### src/rtl/rdcla_sub_pipe.sv
// rtl/rdcla_sub_pipe.sv - pipelined recursive-doubling carry-lookahead subtractor
//
// Computes d = a - b - bin as a + ~b + ~bin through a kill/generate/propagate
// prefix network, one register stage per doubling level, valid/ready handshake.
//
// Ports:
//   clk        rising-edge clock
//   reset      synchronous active-high reset
//   in_valid   a, b, bin valid this cycle
//   in_ready   block accepts an operand set this cycle (combinational from out_ready)
//   a, b, bin  minuend, subtrahend, borrow in
//   out_valid  result fields valid
//   out_ready  downstream accepts the result this cycle
//   d          difference modulo 2^WIDTH
//   bout       unsigned borrow out (a < b + bin)
//   zero       d == 0
//   ovf        signed overflow of the subtraction

module rdcla_sub_pipe #(
   parameter int WIDTH = 64
) (
   input  logic             clk,
   input  logic             reset,
   input  logic             in_valid,
   output logic             in_ready,
   input  logic [WIDTH-1:0] a,
   input  logic [WIDTH-1:0] b,
   input  logic             bin,
   output logic             out_valid,
   input  logic             out_ready,
   output logic [WIDTH-1:0] d,
   output logic             bout,
   output logic             zero,
   output logic             ovf
);

   localparam int LEVELS = $clog2(WIDTH);

   // Prefix arrays: index n holds bit position n-1, so index 0 is the
   // carry-in pseudo-bit (generate when bin=0, kill when bin=1).
   // Encoding: g=1 generate, p=1 propagate, both 0 kill.
   logic [LEVELS:0][WIDTH:0]   g_q, g_d, p_q, p_d;
   logic [LEVELS:0][WIDTH-1:0] pr_q, pr_d;   // per-bit propagate, kept for the sum
   logic [LEVELS:0]            sa_q, sa_d, sb_q, sb_d, v_q, v_d;

   // Final stage: resolved difference and carry out.
   logic [WIDTH-1:0] fd_q, fd_d;
   logic             fc_q, fc_d, fsa_q, fsa_d, fsb_q, fsb_d, fv_q, fv_d;

   // Output registers.
   logic [WIDTH-1:0] d_q, d_d;
   logic             bout_q, bout_d, zero_q, zero_d, ovf_q, ovf_d;
   logic             out_valid_q, out_valid_d;

   logic adv;

   always_comb begin
      adv = !out_valid_q || out_ready;

      // Stage 0: per-bit kgp of a + ~b.
      g_d[0][0]       = ~bin;
      p_d[0][0]       = 1'b0;
      g_d[0][WIDTH:1] = a & ~b;
      p_d[0][WIDTH:1] = ~(a ^ b);
      pr_d[0]         = ~(a ^ b);
      sa_d[0]         = a[WIDTH-1];
      sb_d[0]         = b[WIDTH-1];
      v_d[0]          = in_valid;

      // Doubling levels: combine with the entry 2^(j-1) below; entries with
      // nothing below in range pass through.
      for (int j = 1; j <= LEVELS; j++) begin
         g_d[j]  = g_q[j-1];
         p_d[j]  = p_q[j-1];
         for (int n = (1 << (j-1)); n <= WIDTH; n++) begin
            g_d[j][n] = g_q[j-1][n] | (p_q[j-1][n] & g_q[j-1][n - (1 << (j-1))]);
            p_d[j][n] = p_q[j-1][n] & p_q[j-1][n - (1 << (j-1))];
         end
         pr_d[j] = pr_q[j-1];
         sa_d[j] = sa_q[j-1];
         sb_d[j] = sb_q[j-1];
         v_d[j]  = v_q[j-1];
      end

      // Carry into bit i is the resolved prefix at index i. The top entry
      // spans bits 0..WIDTH-1 only, so the carry-in is folded in here.
      fd_d  = pr_q[LEVELS] ^ g_q[LEVELS][WIDTH-1:0];
      fc_d  = g_q[LEVELS][WIDTH] | (p_q[LEVELS][WIDTH] & g_q[LEVELS][0]);
      fsa_d = sa_q[LEVELS];
      fsb_d = sb_q[LEVELS];
      fv_d  = v_q[LEVELS];

      // Output data only changes when a real result arrives, so bubbles
      // leave the last (or reset) values in place.
      out_valid_d = fv_q;
      d_d         = d_q;
      bout_d      = bout_q;
      zero_d      = zero_q;
      ovf_d       = ovf_q;
      if (fv_q) begin
         d_d    = fd_q;
         bout_d = ~fc_q;
         zero_d = (fd_q == '0);
         ovf_d  = (fsa_q != fsb_q) && (fd_q[WIDTH-1] != fsa_q);
      end
   end

   always_ff @(posedge clk) begin
      if (reset) begin
         g_q         <= '0;
         p_q         <= '0;
         pr_q        <= '0;
         sa_q        <= '0;
         sb_q        <= '0;
         v_q         <= '0;
         fd_q        <= '0;
         fc_q        <= 1'b0;
         fsa_q       <= 1'b0;
         fsb_q       <= 1'b0;
         fv_q        <= 1'b0;
         d_q         <= '0;
         bout_q      <= 1'b0;
         zero_q      <= 1'b0;
         ovf_q       <= 1'b0;
         out_valid_q <= 1'b0;
      end else if (adv) begin
         g_q         <= g_d;
         p_q         <= p_d;
         pr_q        <= pr_d;
         sa_q        <= sa_d;
         sb_q        <= sb_d;
         v_q         <= v_d;
         fd_q        <= fd_d;
         fc_q        <= fc_d;
         fsa_q       <= fsa_d;
         fsb_q       <= fsb_d;
         fv_q        <= fv_d;
         d_q         <= d_d;
         bout_q      <= bout_d;
         zero_q      <= zero_d;
         ovf_q       <= ovf_d;
         out_valid_q <= out_valid_d;
      end
   end

   assign in_ready  = adv;
   assign out_valid = out_valid_q;
   assign d         = d_q;
   assign bout      = bout_q;
   assign zero      = zero_q;
   assign ovf       = ovf_q;

endmodule

### config.mk
export PLATFORM = sky130hd
export DESIGN_NAME = rdcla_sub_pipe
export DESIGN_NICKNAME = d
export VERILOG_FILES = /design/src/rtl/rdcla_sub_pipe.sv
export SDC_FILE = /design/constraint.sdc
export NUM_CORES = 2
export LEC_CHECK = 0
export BUFFER_PORTS_ARGS = -buffer_cell sky130_fd_sc_hd__clkbuf_2
export CAP_MARGIN = 0
export CORE_AREA = 2 2 315 317
export CTS_BUF_LIST = sky130_fd_sc_hd__clkbuf_4 sky130_fd_sc_hd__clkbuf_8
export DETAILED_ROUTE_END_ITERATION = 8
export DIE_AREA = 0 0 317 319
export PLACE_DENSITY_LB_ADDON = 0.1
export SYNTH_ARGS = -nofsm -noshare
export SYNTH_HDL_FRONTEND = slang
export SYNTH_SLANG_ARGS = --single-unit
### constraint.sdc
create_clock -name clk -period 2.5 [get_ports clk]
set_input_delay 0 -clock clk [delete_from_list [all_inputs] [get_ports clk]]
set_output_delay 0 -clock clk [all_outputs]
set_load 0.01 [all_outputs]
==> After elaboration in Yosys (flattened, before gate mapping) <==
Cells that the tools add are included.
{ "op_classes": {"eq_ne": 2, "bitwise": 927, "n_reduce_logical": 5} }
{ "op_table": {"columns": ["op", "n"], "rows": [
  ["1-bit AND", 592],
  ["1-bit OR", 328],
  ["64-bit inverter", 2],
  ["64-bit bitwise XOR", 2],
  ["64-bit AND", 1],
  ["64-bit logical NOT", 1],
  ["1-bit != test", 2],
  ["1-bit inverter", 2],
  ["2-bit AND reduction", 1],
  ["1-bit logical AND", 1],
  ["1-bit logical NOT", 1],
  ["1-bit logical OR", 1]
]} }
{ "word_totals": {"regBits": 1324, "input_bits": 133, "output_inout_bits": 69, "word_cells": 967} }

==> Logic depth before layout (Yosys ltp) <==
{ "logic_depth": {"ltp_word": 3, "mapped_depth": 9} }

==> Worst setup path before layout <==
Ideal clock, no wire load.
{ "synth_path": {"path_kind": "register -> register", "start": "reg out_valid_q, in the netlist out_valid", "end": "reg d_q[16], in the netlist d[16]", "t_arrival_ps": 1302, "t_required_ps": 2368, "slack_ps": 1065, "stages_incl_launch_ff": 10, "path_buffers": 4, "path_cell_list": "dfxtp_1 -> nor2b_4 -> buf_6 -> inv_4 -> and2_1 -> buf_2 -> buf_6 -> buf_4 -> nand2_1 -> a21oi_1"} }
{ "synth_via": {"elab_chain_cells": 3} }
{ "synth_lines": {"columns": ["element", "line_no", "source"], "rows": [
  ["start, declared", "53", "logic out_valid_q, out_valid_d;"],
  ["start signal, assigned", "142", "out_valid_q <= out_valid_d;"],
  ["1-bit logical NOT", "58", "adv = !out_valid_q || out_ready;"],
  ["1-bit logical OR", "58", null],
  ["2-bit AND reduction (no line)", null, null],
  ["end signal, assigned", "121", "d_q <= '0;"],
  ["end signal, assigned", "138", "d_q <= d_d;"],
  ["end, declared", "51", "logic [WIDTH-1:0] d_q, d_d;"]
]} }
No other way between the ends.
A chain may end at the register's enable or synchronous reset.

==> Final worst setup path <==
{ "layout_path": {"start": "reg out_valid_q, in the netlist out_valid", "end": "reg g_q[47] (netlist name)"} }
{ "layout_via": {"elab_chain_cells": 2} }
{ "layout_lines": {"columns": ["element", "line_no", "source"], "rows": [
  ["1-bit logical NOT", "58", null],
  ["1-bit logical OR", "58", null],
  ["end signal, assigned", "127", "g_q <= g_d;"],
  ["end, declared", "42", "logic [LEVELS:0][WIDTH:0] g_q, g_d, p_q, p_d;"]
]} }
No other way between the ends.

==> impl_metrics.json <==
{
  "hold_class": "input port to register",
  "period_minus_slack_ns": 2.496,
  "critPathKind": "register to register",
  "cts-buffers-inserted": 211,
  "tns_ns": 0,
  "fin_nets": 6466,
  "wl_um": 148700,
  "layoutNonFillerInstCount": 7726,
  "cts_root_buf": "clkbuf_8",
  "setup_viol": 0,
  "die_y_um": 319,
  "firstDrtPassIters": 5,
  "ys_ff_latch": 1324,
  "status": "finished, final reports clean",
  "ys.flop_type": "dfxtp_1",
  "combPwrFrac_pct": 4.1,
  "max_stage_delay_ns": 0.62,
  "hold_end": "p_q[64]",
  "period_share_pct": 99.83,
  "ys_types": 24,
  "drv_slew": 0,
  "ff2ff_setup_slack_ns": 0.004,
  "insertion_delay_ns": 0.90,
  "clock.fmax_mhz": 400.7,
  "async_flop_share_pct": 0,
  "leakage_nw": 21.62,
  "grt.total_usage_pct": 28.58,
  "layout_commonest_cell": "nand2_1",
  "worst_r2r_path_depth": 7,
  "htree_levels": 4,
  "core_area_um2": 97700,
  "maxCapViolCount": 0,
  "num_vias": 41920,
  "rsz0062_at_grt": "true",
  "p_clk_share_pct": 45.1,
  "drc": 0,
  "port_buffers": 201,
  "area_delta_synth_final_pct": 19.81,
  "syn_inst": 5891,
  "syn_avg_cell_area_um2": 8.219,
  "hold_viol": 0,
  "grt_overflow": 0,
  "routedWlPerCell_um": 19.25,
  "syn_nets": 6088,
  "clk_pin_slew_ns": 0.07,
  "max_slew.worst_pin.slew_ns": 0.7233,
  "min_from": "a[63]",
  "fin_skew_ns": 0.04822,
  "synth_edf_count": 0,
  "p_int_mw": 33.32,
  "cts_max_path_buffers": 3,
  "final_cell_mix": "nand2_1 (1592), dfxtp_1 (1324), a21oi_1 (927), nor2_1 (400), a211oi_1 (395)",
  "r2r-end": "g_q[47]",
  "crit_chain": "nor2b_4, buf_6, buf_12, buf_16, nand2_1, a21oi_1, dlygate4sd3_1",
  "num_rows": 115,
  "first_global_vias": 38936,
  "critPathMaxFanout": 66,
  "cp.arrival_ns": 3.34,
  "seqPwrFrac_pct": 50.9,
  "end_kind": "register",
  "antenna_found_initial": 2,
  "seq_area_frac_synth_pct": 54.74,
  "cp.required_ns": 3.34,
  "p_switching_mw": 9.871,
  "drive_gt1_share_pct": 10.59,
  "hpwlAfterDp_um": 95890,
  "gp_congestion": 0.8457,
  "grt_pass1_wl_um": 227300,
  "peakVddDrop_mv": 0.5067,
  "slew_headroom_pct": 51.49,
  "io_pins": 202,
  "grt_max_degree": 183,
  "crit_path_start_kind": "register",
  "cts_tree": "yes",
  "ys_warn_count": 0,
  "drt_iter0_drc": 3885,
  "placedCellCount": 7025,
  "synth_area_um2": 48420,
  "fp.dieArea_um2": 101100,
  "cp_slowest_cell": "dlygate4sd3_1",
  "initial_core_util_pct": 49.56,
  "viasPerCell": 5.426,
  "worstReg2RegStart": "out_valid",
  "drt.antenna.violating_nets": 0,
  "pwr_density_cell_nw_per_um2": 744.6,
  "die_w_um": 317,
  "switching_share_pct": 22.85,
  "hold_depth": 5,
  "clkSinkCount": 1324
}
-- routing by layer --
layer	vias up	track usage (%)	wire, um
met4	0	10.31	4775
met3	231	4.669	8507
met5	-	0	0
met2	1250	43.07	65610
met1	19688	41.12	69830
li1	20751	-	-
-- flip-flops by register name (all words and copies together), names as in the netlist, 7 cells and up --
register  cells
d            64
fd_q         64
g_d          63
g_q         392
p_q         328
pr_d        320
pr_q         64
sa_q          7
sb_q          7
v_q           7
-- metrics by stage --
step / utilization, % / power [mW] / instance area (um^2) / setup WS (ns) / hold slack (ns)
2_1_floorplan: - / 22.99 / 48420 / 1.065 / 0.09563
5_1_grt: 59.37 / 44.74 / 58010 / -0.04919 / 0.08199
3_3_place_gp: 51.34 / 23.60 / 50160 / 0.2937 / 0.2046
3_5_place_dp: 51.34 / 23.61 / 50160 / 0.2448 / 0.2123
6_report: 59.37 / 43.19 / 58010 / 0.004299 / 0.1147
4_1_cts: 59.20 / 43.40 / 57840 / 0.03621 / 0.007055
-- what timing repair did --
action,CTS,global route
cloned,0,5
hold buffers,312,0
buffers inserted,1,0
resized for setup,1,6
endpoints found under the hold margin,1246,0
setup endpoints to repair,1,48
-- cell type report --
class | instances | area (um^2)
Tap cell | 1287 | 1610
Clock inverter | 25 | 225.2
Timing Repair Buffer | 606 | 5483
Antenna cell | 2 | 5.005
Inverter | 65 | 260.3
Multi-Input combinational cell | 4061 | 19600
Sequential cell | 1324 | 26510
Clock buffer | 356 | 4318
Fill cell | 8882 | 39690
-- logic make-up (layout without fill, tap and decap cells) --
logic type               count (synthesis)  after routing  share of synthesized area, %
adder cells (fa/ha/maj)                 64             64                         1.654
other                                    0              2                             0
AND/OR/NAND/NOR                       2610           2610                         21.95
AO/OA/AOI/OAI                         1323           1323                         15.72
XOR/XNOR                                64             64                         1.158
flip-flops                            1324           1324                         54.74
buffers and inverters                  506           1052                         4.781
-- how the worst max path moves through the flow --
stage | cells after the start | from | to | slack, ns
after floorplan | 9 | out_valid | d[16] | 1.07
after global placement | 6 | out_valid | d[53] | 0.29
after detailed placement | 6 | out_valid | d[35] | 0.24
after CTS | 4 | out_valid | in_ready | 0.04
after global routing | 7 | out_valid | g_q[47] | -0.05
final | 7 | out_valid | g_q[47] | 0.004
-- power groups by stage --
stage	logic, mW	registers (mW)	clock network [mW]
after floorplan	0.808	22.2	0
after global placement	1.20	22.4	0
after detailed placement	1.21	22.4	0
after CTS	1.67	21.9	19.8
after global routing	1.93	22.0	20.8
final	1.76	22.0	19.5
-- cells in the mapped netlist (12+ instances only) --
| library cell | n | share of area (%) |
|---|---|---|
| nor3_1 | 330 | 3.4 |
| dfxtp_1 | 1324 | 55 |
| xnor2_1 | 64 | 1.2 |
| buf_2 | 231 | 2.4 |
| nor4_1 | 12 | 0.16 |
| nand3_1 | 264 | 2.7 |
| ha_1 | 64 | 1.7 |
| a211oi_1 | 395 | 6.1 |
| nand2_1 | 1593 | 12 |
| a21oi_1 | 927 | 9.6 |
| nor2_1 | 400 | 3.1 |
| clkbuf_1 | 175 | 1.4 |
| buf_4 | 29 | 0.45 |
| inv_1 | 64 | 0.50 |
-- critical path: cells and delay by family, from the launching register on --
family          cells  cell delay, ns
flops               1            0.34
compound gates      1            0.23
buf+inv             4            1.36
simple gates        2            0.40
(Power assumes the default switching activity.)
